==> config.mk <==
export PLATFORM = sky130hd
export DESIGN_NAME = i2c_slave_controller
export DESIGN_NICKNAME = d
export VERILOG_FILES = /design/src/rtl/i2c_pkg.sv /design/src/rtl/i2c_slave_controller_if.sv /design/src/rtl/i2c_bus_monitor.sv /design/src/rtl/i2c_slave_controller.sv
export SDC_FILE = /design/constraint.sdc
export NUM_CORES = 1
export LEC_CHECK = 0
export ABC_AREA = 1
export CAP_MARGIN = 20
export CORE_MARGIN = 4
export CORE_UTILIZATION = 25
export CTS_CLUSTER_SIZE = 28
export DETAILED_ROUTE_END_ITERATION = 6
export GPL_ROUTABILITY_DRIVEN = 0
export GPL_TIMING_DRIVEN = 0
export SYNTH_ARGS = -nofsm -noshare
export SYNTH_HDL_FRONTEND = slang
export SYNTH_SLANG_ARGS = --single-unit
==> constraint.sdc <==
create_clock -name i2c_core_clock_i -period 2.9 [get_ports i2c_core_clock_i]
set_clock_uncertainty 0.2 [all_clocks]
set_input_delay 0.87 -clock i2c_core_clock_i [delete_from_list [all_inputs] [get_ports i2c_core_clock_i]]
set_output_delay 0.87 -clock i2c_core_clock_i [all_outputs]
set_load 0.01 [all_outputs]
==> src/rtl/i2c_pkg.sv <==
// Shared types and constants for the I2C slave controller: state encoding,
// acknowledge levels, the underrun fill byte and the address-match rule.
package i2c_pkg;

  typedef enum logic [2:0] {
    ST_IDLE     = 3'd0,
    ST_ADDR     = 3'd1,
    ST_ADDR_ACK = 3'd2,
    ST_RX_DATA  = 3'd3,
    ST_RX_ACK   = 3'd4,
    ST_TX_DATA  = 3'd5,
    ST_TX_ACK   = 3'd6,
    ST_IGNORE   = 3'd7
  } i2c_state_e;

  localparam logic       ACK       = 1'b0;
  localparam logic       NACK      = 1'b1;
  localparam logic [7:0] FILL_BYTE = 8'hFF;
  localparam logic [2:0] BIT_MSB   = 3'd7;

  // The general-call address never selects this slave.
  function automatic logic addr_hit(input logic [6:0] rx_addr, input logic [6:0] own_addr);
    return (rx_addr == own_addr) && (rx_addr != 7'h00);
  endfunction

endpackage

==> src/rtl/i2c_slave_controller_if.sv <==
// Raw two-wire bus as seen by the slave: the master side drives SCL/SDA,
// the slave side only observes them (its open-drain drive is a separate port).
interface i2c_slave_controller_if;
  logic scl;
  logic sda;

  modport master (output scl, output sda);
  modport slave  (input scl, input sda);
endinterface

==> src/rtl/i2c_bus_monitor.sv <==
// Synchronises raw SCL/SDA and decodes SCL edges plus START/STOP conditions
// against one further registered copy of the synchronised lines.
module i2c_bus_monitor
  import i2c_pkg::*;
#(
  parameter int SYNC_STAGES = 2
) (
  input  logic                  clk_i,
  input  logic                  rst_ni,
  i2c_slave_controller_if.slave bus,
  output logic                  sda_o,
  output logic                  scl_rise_o,
  output logic                  scl_fall_o,
  output logic                  start_o,
  output logic                  stop_o
);

  logic [SYNC_STAGES-1:0] scl_sync_q;
  logic [SYNC_STAGES-1:0] sda_sync_q;
  logic                   scl_prev_q;
  logic                   sda_prev_q;
  logic                   scl_s;
  logic                   sda_s;

  // Synchroniser chains and the edge-reference copy; idle bus level is high.
  always_ff @(posedge clk_i or negedge rst_ni) begin
    if (!rst_ni) begin
      scl_sync_q <= '1;
      sda_sync_q <= '1;
      scl_prev_q <= 1'b1;
      sda_prev_q <= 1'b1;
    end else begin
      scl_sync_q <= (scl_sync_q << 1) | SYNC_STAGES'(bus.scl);
      sda_sync_q <= (sda_sync_q << 1) | SYNC_STAGES'(bus.sda);
      scl_prev_q <= scl_s;
      sda_prev_q <= sda_s;
    end
  end

  assign scl_s      = scl_sync_q[SYNC_STAGES-1];
  assign sda_s      = sda_sync_q[SYNC_STAGES-1];
  assign sda_o      = sda_s;
  assign scl_rise_o = scl_s & ~scl_prev_q;
  assign scl_fall_o = ~scl_s & scl_prev_q;
  assign start_o    = scl_s & scl_prev_q & sda_prev_q & ~sda_s;
  assign stop_o     = scl_s & scl_prev_q & ~sda_prev_q & sda_s;

endmodule

==> src/rtl/i2c_slave_controller.sv <==
// 7-bit I2C slave: address match, byte receive with ACK, byte transmit with
// master ACK/NACK, underrun fill and START/STOP recovery from any state.
module i2c_slave_controller
  import i2c_pkg::*;
#(
  parameter int SYNC_STAGES = 2
) (
  input  logic       i2c_core_clock_i,
  input  logic       reset_bit_i,
  input  logic       scl_i,
  input  logic       sda_i,
  input  logic [6:0] own_addr_i,
  input  logic [7:0] tx_data_i,
  input  logic       tx_valid_i,
  output logic       sda_o,
  output logic       tx_ready_o,
  output logic [7:0] rx_data_o,
  output logic       rx_valid_o,
  output logic       addr_match_o,
  output logic       rw_o,
  output logic       busy_o,
  output logic       underrun_o
);

  i2c_slave_controller_if bus_if ();

  assign bus_if.scl = scl_i;
  assign bus_if.sda = sda_i;

  logic sda_s, scl_rise_s, scl_fall_s, start_s, stop_s;

  i2c_bus_monitor #(.SYNC_STAGES(SYNC_STAGES)) u_bus_monitor (
    .clk_i      (i2c_core_clock_i),
    .rst_ni     (reset_bit_i),
    .bus        (bus_if),
    .sda_o      (sda_s),
    .scl_rise_o (scl_rise_s),
    .scl_fall_o (scl_fall_s),
    .start_o    (start_s),
    .stop_o     (stop_s)
  );

  i2c_state_e state_q, state_d;
  logic [2:0] bit_cnt_q, bit_cnt_d;
  logic [6:0] shift_q, shift_d;
  logic [7:0] rx_data_q, rx_data_d;
  logic       sda_q, sda_d;
  logic       rw_q, rw_d;
  logic       match_q, match_d;
  logic       busy_q, busy_d;
  logic       load_pend_q, load_pend_d;
  logic       rx_valid_q, rx_valid_d;
  logic       tx_ready_q, tx_ready_d;
  logic       underrun_q, underrun_d;
  logic [7:0] load_byte_s;
  logic       hit_s;

  assign load_byte_s = tx_valid_i ? tx_data_i : FILL_BYTE;
  assign hit_s       = addr_hit(shift_q, own_addr_i);

  // State register.
  always_ff @(posedge i2c_core_clock_i or negedge reset_bit_i) begin
    if (!reset_bit_i) begin
      state_q <= ST_IDLE;
    end else begin
      state_q <= state_d;
    end
  end

  // Next-state decode; bus conditions override any coincident SCL edge.
  always_comb begin
    state_d = state_q;
    if (stop_s) begin
      state_d = ST_IDLE;
    end else if (start_s) begin
      state_d = ST_ADDR;
    end else begin
      case (state_q)
        ST_IDLE:     state_d = ST_IDLE;
        ST_IGNORE:   state_d = ST_IGNORE;
        ST_ADDR: begin
          if (scl_rise_s && (bit_cnt_q == 3'd0)) state_d = hit_s ? ST_ADDR_ACK : ST_IGNORE;
          else                                   state_d = ST_ADDR;
        end
        ST_ADDR_ACK: begin
          if (scl_fall_s && !sda_q) state_d = rw_q ? ST_TX_DATA : ST_RX_DATA;
          else                      state_d = ST_ADDR_ACK;
        end
        ST_RX_DATA: begin
          if (scl_rise_s && (bit_cnt_q == 3'd0)) state_d = ST_RX_ACK;
          else                                   state_d = ST_RX_DATA;
        end
        ST_RX_ACK: begin
          if (scl_fall_s && !sda_q) state_d = ST_RX_DATA;
          else                      state_d = ST_RX_ACK;
        end
        ST_TX_DATA: begin
          if (scl_fall_s && !load_pend_q && (bit_cnt_q == 3'd0)) state_d = ST_TX_ACK;
          else                                                   state_d = ST_TX_DATA;
        end
        ST_TX_ACK: begin
          if (scl_rise_s) state_d = (sda_s == NACK) ? ST_IGNORE : ST_TX_DATA;
          else            state_d = ST_TX_ACK;
        end
        default:     state_d = ST_IDLE;
      endcase
    end
  end

  // Output and datapath next values; sda only moves on SCL falling edges.
  always_comb begin
    sda_d       = sda_q;
    bit_cnt_d   = bit_cnt_q;
    shift_d     = shift_q;
    rx_data_d   = rx_data_q;
    rw_d        = rw_q;
    match_d     = match_q;
    busy_d      = busy_q;
    load_pend_d = load_pend_q;
    rx_valid_d  = 1'b0;
    tx_ready_d  = 1'b0;
    underrun_d  = 1'b0;
    if (stop_s) begin
      sda_d       = 1'b1;
      busy_d      = 1'b0;
      match_d     = 1'b0;
      load_pend_d = 1'b0;
    end else if (start_s) begin
      sda_d       = 1'b1;
      busy_d      = 1'b1;
      match_d     = 1'b0;
      load_pend_d = 1'b0;
      bit_cnt_d   = BIT_MSB;
    end else begin
      case (state_q)
        ST_ADDR: begin
          if (scl_rise_s) begin
            shift_d   = {shift_q[5:0], sda_s};
            bit_cnt_d = bit_cnt_q - 3'd1;
            if ((bit_cnt_q == 3'd0) && hit_s) begin
              rw_d    = sda_s;
              match_d = 1'b1;
            end else begin
              match_d = 1'b0;
            end
          end else begin
            shift_d = shift_q;
          end
        end
        // sda_q doubles as the ACK phase: high before the ACK slot, low during it.
        ST_ADDR_ACK, ST_RX_ACK: begin
          if (scl_fall_s && sda_q) begin
            sda_d = ACK;
          end else if (scl_fall_s && (state_q == ST_ADDR_ACK) && rw_q) begin
            sda_d      = load_byte_s[7];
            shift_d    = load_byte_s[6:0];
            bit_cnt_d  = BIT_MSB;
            tx_ready_d = tx_valid_i;
            underrun_d = ~tx_valid_i;
          end else if (scl_fall_s) begin
            sda_d     = 1'b1;
            bit_cnt_d = BIT_MSB;
          end else begin
            sda_d = sda_q;
          end
        end
        ST_RX_DATA: begin
          if (scl_rise_s) begin
            shift_d   = {shift_q[5:0], sda_s};
            bit_cnt_d = bit_cnt_q - 3'd1;
            if (bit_cnt_q == 3'd0) begin
              rx_data_d  = {shift_q, sda_s};
              rx_valid_d = 1'b1;
            end else begin
              rx_valid_d = 1'b0;
            end
          end else begin
            shift_d = shift_q;
          end
        end
        ST_TX_DATA: begin
          if (scl_fall_s && load_pend_q) begin
            sda_d       = load_byte_s[7];
            shift_d     = load_byte_s[6:0];
            bit_cnt_d   = BIT_MSB;
            tx_ready_d  = tx_valid_i;
            underrun_d  = ~tx_valid_i;
            load_pend_d = 1'b0;
          end else if (scl_fall_s && (bit_cnt_q == 3'd0)) begin
            sda_d     = 1'b1;
            bit_cnt_d = BIT_MSB;
          end else if (scl_fall_s) begin
            sda_d     = shift_q[6];
            shift_d   = {shift_q[5:0], 1'b1};
            bit_cnt_d = bit_cnt_q - 3'd1;
          end else begin
            sda_d = sda_q;
          end
        end
        ST_TX_ACK: begin
          if (scl_rise_s && (sda_s == NACK)) begin
            match_d = 1'b0;
          end else if (scl_rise_s) begin
            load_pend_d = 1'b1;
          end else begin
            load_pend_d = load_pend_q;
          end
        end
        ST_IDLE, ST_IGNORE: sda_d = 1'b1;
        default:            sda_d = 1'b1;
      endcase
    end
  end

  // Registered outputs and datapath.
  always_ff @(posedge i2c_core_clock_i or negedge reset_bit_i) begin
    if (!reset_bit_i) begin
      sda_q       <= 1'b1;
      bit_cnt_q   <= BIT_MSB;
      shift_q     <= 7'h00;
      rx_data_q   <= 8'h00;
      rw_q        <= 1'b0;
      match_q     <= 1'b0;
      busy_q      <= 1'b0;
      load_pend_q <= 1'b0;
      rx_valid_q  <= 1'b0;
      tx_ready_q  <= 1'b0;
      underrun_q  <= 1'b0;
    end else begin
      sda_q       <= sda_d;
      bit_cnt_q   <= bit_cnt_d;
      shift_q     <= shift_d;
      rx_data_q   <= rx_data_d;
      rw_q        <= rw_d;
      match_q     <= match_d;
      busy_q      <= busy_d;
      load_pend_q <= load_pend_d;
      rx_valid_q  <= rx_valid_d;
      tx_ready_q  <= tx_ready_d;
      underrun_q  <= underrun_d;
    end
  end

  assign sda_o        = sda_q;
  assign tx_ready_o   = tx_ready_q;
  assign rx_data_o    = rx_data_q;
  assign rx_valid_o   = rx_valid_q;
  assign addr_match_o = match_q;
  assign rw_o         = rw_q;
  assign busy_o       = busy_q;
  assign underrun_o   = underrun_q;

endmodule
Word-level counts from Yosys, hierarchy flattened
Index checks and enable logic that the tools add are counted.
{"block": "totals", "inputBits": 20, "elab_cells": 159, "out_inout_bits": 15, "register_bits": 35}
{"block": "classes", "addsub": 1, "n_reduce_logical": 33, "muxes": 69, "bitwise_logic": 16, "n_eq_ne": 24}
{"cell": "2-to-1 mux 3 bit", "count": 16}
{"cell": "2-to-1 mux 7 bit", "count": 6}
{"cell": "2-to-1 mux 1 bit", "count": 35}
{"cell": "!= test 4 bit (second input constant)", "count": 6}
{"cell": "case mux 3 bit (8 select lines)", "count": 1}
{"cell": "case mux 7 bit (3 select lines)", "count": 1}
{"cell": "equality test 3 bit (second input constant)", "count": 4}
{"cell": "logical AND 1 bit", "count": 12}
{"cell": "!= test 6 bit (second input constant)", "count": 2}
{"cell": "nonzero test 4 bit", "count": 3}
{"cell": "AND reduction 5 bit", "count": 2}
{"cell": "!= test 3 bit (second input constant)", "count": 3}
{"cell": "case mux 3 bit (3 select lines)", "count": 1}
{"cell": "2-to-1 mux 8 bit", "count": 1}
{"cell": "case mux 1 bit (2 select lines)", "count": 4}
{"cell": "AND reduction 8 bit", "count": 1}
{"cell": "AND 1 bit", "count": 7}
{"cell": "equality test 7 bit", "count": 1}
{"cell": "NOT 1 bit", "count": 7}
{"cell": "nonzero test 7 bit", "count": 1}
{"cell": "equality test 3 x 2 -> 1 bit (second input constant)", "count": 2}
{"cell": "zero test 3 bit", "count": 2}
{"cell": "2-to-1 mux 2 bit", "count": 3}
{"cell": "AND reduction 3 bit", "count": 2}
{"cell": "other kinds (15)", "count": 20}

Logic depth before layout (Yosys ltp)
{"block": "logic_depth", "ltp_word": 9, "mapped_depth": 11, "mapped_depth_nobuf": 11}

Cells and area by module
From an unflattened synthesis, not the netlist that was laid out.
{"block": "unflattened", "hier_cells": 297, "area_unflattened_um2": 2127.0}
{"module": "i2c_slave_controller", "area_each_um2": 1928.1, "seq_area_each_um2": 730.7, "n_inst": 1, "cells_per_inst": 280}
{"module": "i2c_bus_monitor", "area_each_um2": 198.9, "seq_area_each_um2": 157.7, "n_inst": 1, "cells_per_inst": 17}

Least setup slack after synthesis
No wires, ideal clock.
{"block": "synth_timing", "kind": "input to register", "startpoint": "input own_addr_i[6]", "endpoint": "register rw_q (netlist: rw_o)", "arrival_time_ns": 1.572, "cell_stages": 9, "setup_ns": 0.120, "path_buffers": 0, "slack_ns": 1.008, "path_cell_list": "inv_1 -> nand2_1 -> nand2_1 -> nor2_1 -> nand2_1 -> nor2_1 -> nand4_1 -> o21ai_0 -> inv_1"}
{"block": "synth_via", "elab_chain_cells": 4}
{"item": "from (decl)", "line_no": "i2c_slave_controller.sv:12", "source": "input logic [6:0] own_addr_i,"}
{"item": "equality test 7 bit", "line_no": "i2c_pkg.sv:23", "source": "return (rx_addr == own_addr) && (rx_addr != 7'h00);"}
{"item": "logical AND 1 bit", "line_no": "i2c_pkg.sv:23"}
{"item": "logical AND 1 bit", "line_no": "i2c_slave_controller.sv:140", "source": "if ((bit_cnt_q == 3'd0) && hit_s) begin"}
{"item": "AND reduction 5 bit (no source line)"}
{"item": "to (signal assigned)", "line_no": "i2c_slave_controller.sv:234", "source": "rw_q <= rw_d;"}
{"item": "to (decl)", "line_no": "i2c_slave_controller.sv:48", "source": "logic rw_q, rw_d;"}
No other way between the ends.
A chain may end at the register's enable or synchronous reset.

Final worst setup path
{"block": "layout_timing", "startpoint": "register sda_q (netlist: sda_o)", "endpoint": "output sda_o"}
{"item": "from (decl)", "line_no": "i2c_slave_controller.sv:47", "source": "logic sda_q, sda_d;"}
{"item": "from (signal assigned)", "line_no": "i2c_slave_controller.sv:218", "source": "sda_q <= 1'b1;"}
{"item": "from (signal assigned)", "line_no": "i2c_slave_controller.sv:230", "source": "sda_q <= sda_d;"}
{"item": "to (decl)", "line_no": "i2c_slave_controller.sv:15", "source": "output logic sda_o,"}
No word-level cell between the ends.

==> impl_metrics.json <==
{
  "place_ws_ps": 283,
  "num_rows": 32,
  "track_usage_pct": 11.3,
  "worstPathCellList": "clkdlybuf4s50_1",
  "tightestPinTransition_ps": 781,
  "relSlewSlack_pct": 47.9,
  "start_util_pct": 25.8,
  "syn_to_final_growth_pct": 27.3,
  "grt_max_degree": 36,
  "grt_overflow": 0,
  "fmax_mhz": 410,
  "synth.net_count": 297,
  "r2r-end": "bit_cnt_q[1]$_DFFE_PN1P_",
  "synth_top_area_share_pct": 31.4,
  "final_cells": 419,
  "numPortBuffers": 34,
  "rsz0062_at_grt": "false",
  "wl_per_cell_um": 11.8,
  "die_h_um": 97.3,
  "critPathTopFamily": "flip-flops",
  "htreeDepth": 2,
  "min_path_cells": 0,
  "p_seq_share_pct": 41.2,
  "hpwl_um": 3830,
  "cp_num_buf_inv": 1,
  "synth_area_um2": 1990,
  "hold_end": "u_bus_monitor.sda_sync_q[1]$_DFF_PN1_",
  "r2r_cells": 8,
  "fin_crit_sh_pct": 84.0,
  "drt-total-wl_um": 4930,
  "post_cts_resized": 0,
  "synth_area_leaders": "dfrtp_1, nand2_1, dfstp_2",
  "viasPerCell": 4.57,
  "p_comb_share_pct": 38.3,
  "cp-start-kind": "flip-flop",
  "die_area_um2": 9470,
  "r2r_slack_ps": 800,
  "final_antenna_net_count": 0,
  "worst_ep_arrival_time_ps": 1370,
  "grt_pass1_vias": 1881,
  "drive_gt1_share_pct": 10.1,
  "clk_pin_slew_ps": 70,
  "syn_inst": 275,
  "antenna_found_initial": 0,
  "p_clk_share_pct": 20.6,
  "timing.final.crit_period_ps": 2440,
  "p_leak_nw": 1.25,
  "min_path_type": "flip-flop to flip-flop",
  "nFillCells": 800,
  "first_iter_violations": 195,
  "core_um2": 7730,
  "fin_nets": 338,
  "p_int_mw": 1.00,
  "p_sw_uw": 655,
  "post_cts_buffers": 0,
  "dp.cells": 411,
  "worstPathRequired_ps": 1830,
  "first_pass_iters": 4,
  "grt_pass1_wl_um": 8780,
  "numCtsBuffers": 5,
  "yosysWarningCount": 0,
  "cts-root-buf": "clkbuf_8",
  "cts.sinks": 35,
  "max_cap_viol_count": 0,
  "hold_viol": 0,
  "finalSetupViolCount": 0,
  "hp-start": "u_bus_monitor.sda_sync_q[0]$_DFF_PN1_",
  "criticalPathCategory": "flip-flop to output port",
  "critPathLaunch": "sda_o$_DFFE_PN1P_",
  "cts_tree": "yes",
  "swShare_pct": 39.6,
  "num_io_pins": 35,
  "synth-seq-area-share_pct": 44.5,
  "synth_top_cell_by_area": "dfrtp_1",
  "die_w_um": 97.3,
  "route.detailed.drc": 0,
  "ir_drop_mv": 0.288,
  "status": "completed",
  "finalMaxSlewViolations": 0,
  "antenna_cells": 0,
  "setup_ws_ps": 463,
  "cts_buffer_depth": 2,
  "vias": 1915,
  "powerDensity_nw_per_um2": 652,
  "holdWs_ps": 155,
  "cts_hold_buf": 0,
  "slowest_stage": "dfstp_2",
  "regToRegStartpoint": "bit_cnt_q[0]$_DFFE_PN1P_",
  "synth.avg_cell_area_um2": 7.25,
  "synth_seq_cells": 35,
  "slowest_delay_ps": 550,
  "crit_fanout": 4,
  "synth_cell_types": 25,
  "clk_latency_ps": 290,
  "crit_path_end_kind": "output port"
}
## synthesized netlist by cell type
master and instances:
inv_1 42, ha_1 2, xnor2_1 1, o21ai_0 36, nor2_1 22, nand2_2 3, clkbuf_2 1, nand2_1 80
nand4_1 4, nand2_4 1, a21oi_1 9, nor3_1 2, dfstp_2 10, inv_2 2, nor2_2 3, a31oi_1 1
dfrtp_1 25, a211oi_1 2, nor4_4 1, nor2_4 2, o211ai_1 2, nand3_2 2, nand3_1 20, nor4_1 1
clkbuf_1 1
## cell usage in the layout, fill, tap and decap left out, types with 2 or more instances in the layout
master	n
a211oi_1	2
a21oi_1	9
clkbuf_1	3
clkbuf_8	5
clkdlybuf4s50_1	33
dfrtp_1	25
dfstp_2	10
ha_1	2
inv_1	42
inv_2	2
nand2_1	80
nand2_2	3
nand3_1	20
nand3_2	2
nand4_1	4
nor2_1	22
nor2_2	3
nor2_4	2
nor3_1	2
o211ai_1	2
o21ai_0	36
## how the worst max path moves through the flow
stage                               endpoint  slack, ps  cells past startpoint
CTS                                    sda_o        440                      1
finish                                 sda_o        460                      1
global route                rw_o$_DFFE_PN0P_        410                     10
floorplan                   rw_o$_DFFE_PN0P_       1010                      9
detailed placement          rw_o$_DFFE_PN0P_        280                     10
global placement    rx_data_o[3]$_DFFE_PN0P_        -90                      1
## stage by stage
step | TNS [ps] | instance area, um2 | power [mW] | util (%)
3_3_place_gp | -2200 | 2460 | 1.31 | 31.9
4_1_cts | 0 | 2540 | 1.67 | 32.9
2_1_floorplan | 0 | 1990 | 1.14 | -
3_5_place_dp | 0 | 2460 | 1.32 | 31.8
6_report | 0 | 2540 | 1.66 | 32.9
5_1_grt | 0 | 2540 | 1.82 | 32.9
## final cells by class
cell class	count	area (um2)	area share [%]
multi-input combinational	194	932	36.7
sequential	35	888	35.0
timing repair buffer	34	335	13.2
inverter	44	165	6.51
tap	102	128	5.03
clock buffer	7	76.3	3.01
buffer	2	8.76	0.345
clock inverter	1	5.00	0.197
## cell families (layout without fill, tap and decap cells)
family | after synthesis | in the layout | share of synthesized area, %
buf+inv | 46 | 88 | 8.72
xor+xnor | 1 | 1 | 0.439
fa+ha+maj | 2 | 2 | 1.25
flops | 35 | 35 | 44.5
simple gates | 141 | 141 | 31.9
compound gates | 50 | 50 | 13.1
## sequential cells by signal, summed over array words and instances, names as in the netlist, 2 cells and up
signal,flops
shift_q,7
state_q,3
u_bus_monitor.sda_sync_q,2
bit_cnt_q,3
u_bus_monitor.scl_sync_q,2
rx_data_o,8
## power groups by stage
stage | Clock, mW | Sequential (mW) | Combinational, mW
3_3_place_gp | 0 | 0.685 | 0.628
2_1_floorplan | 0 | 0.671 | 0.472
3_5_place_dp | 0 | 0.688 | 0.633
5_1_grt | 0.374 | 0.697 | 0.746
6_report | 0.340 | 0.681 | 0.634
4_1_cts | 0.356 | 0.680 | 0.638
## metal layers
metal / GRT usage, % / part of all wire (%) / routed length [um]
met1: 14.8 / 45 / 2220
met2: 18.4 / 47 / 2300
met3: 2.73 / 7.1 / 348
met4: 3.41 / 1.2 / 57
met5: 0 / 0 / 0
Power figures use the tool's default switching activity.
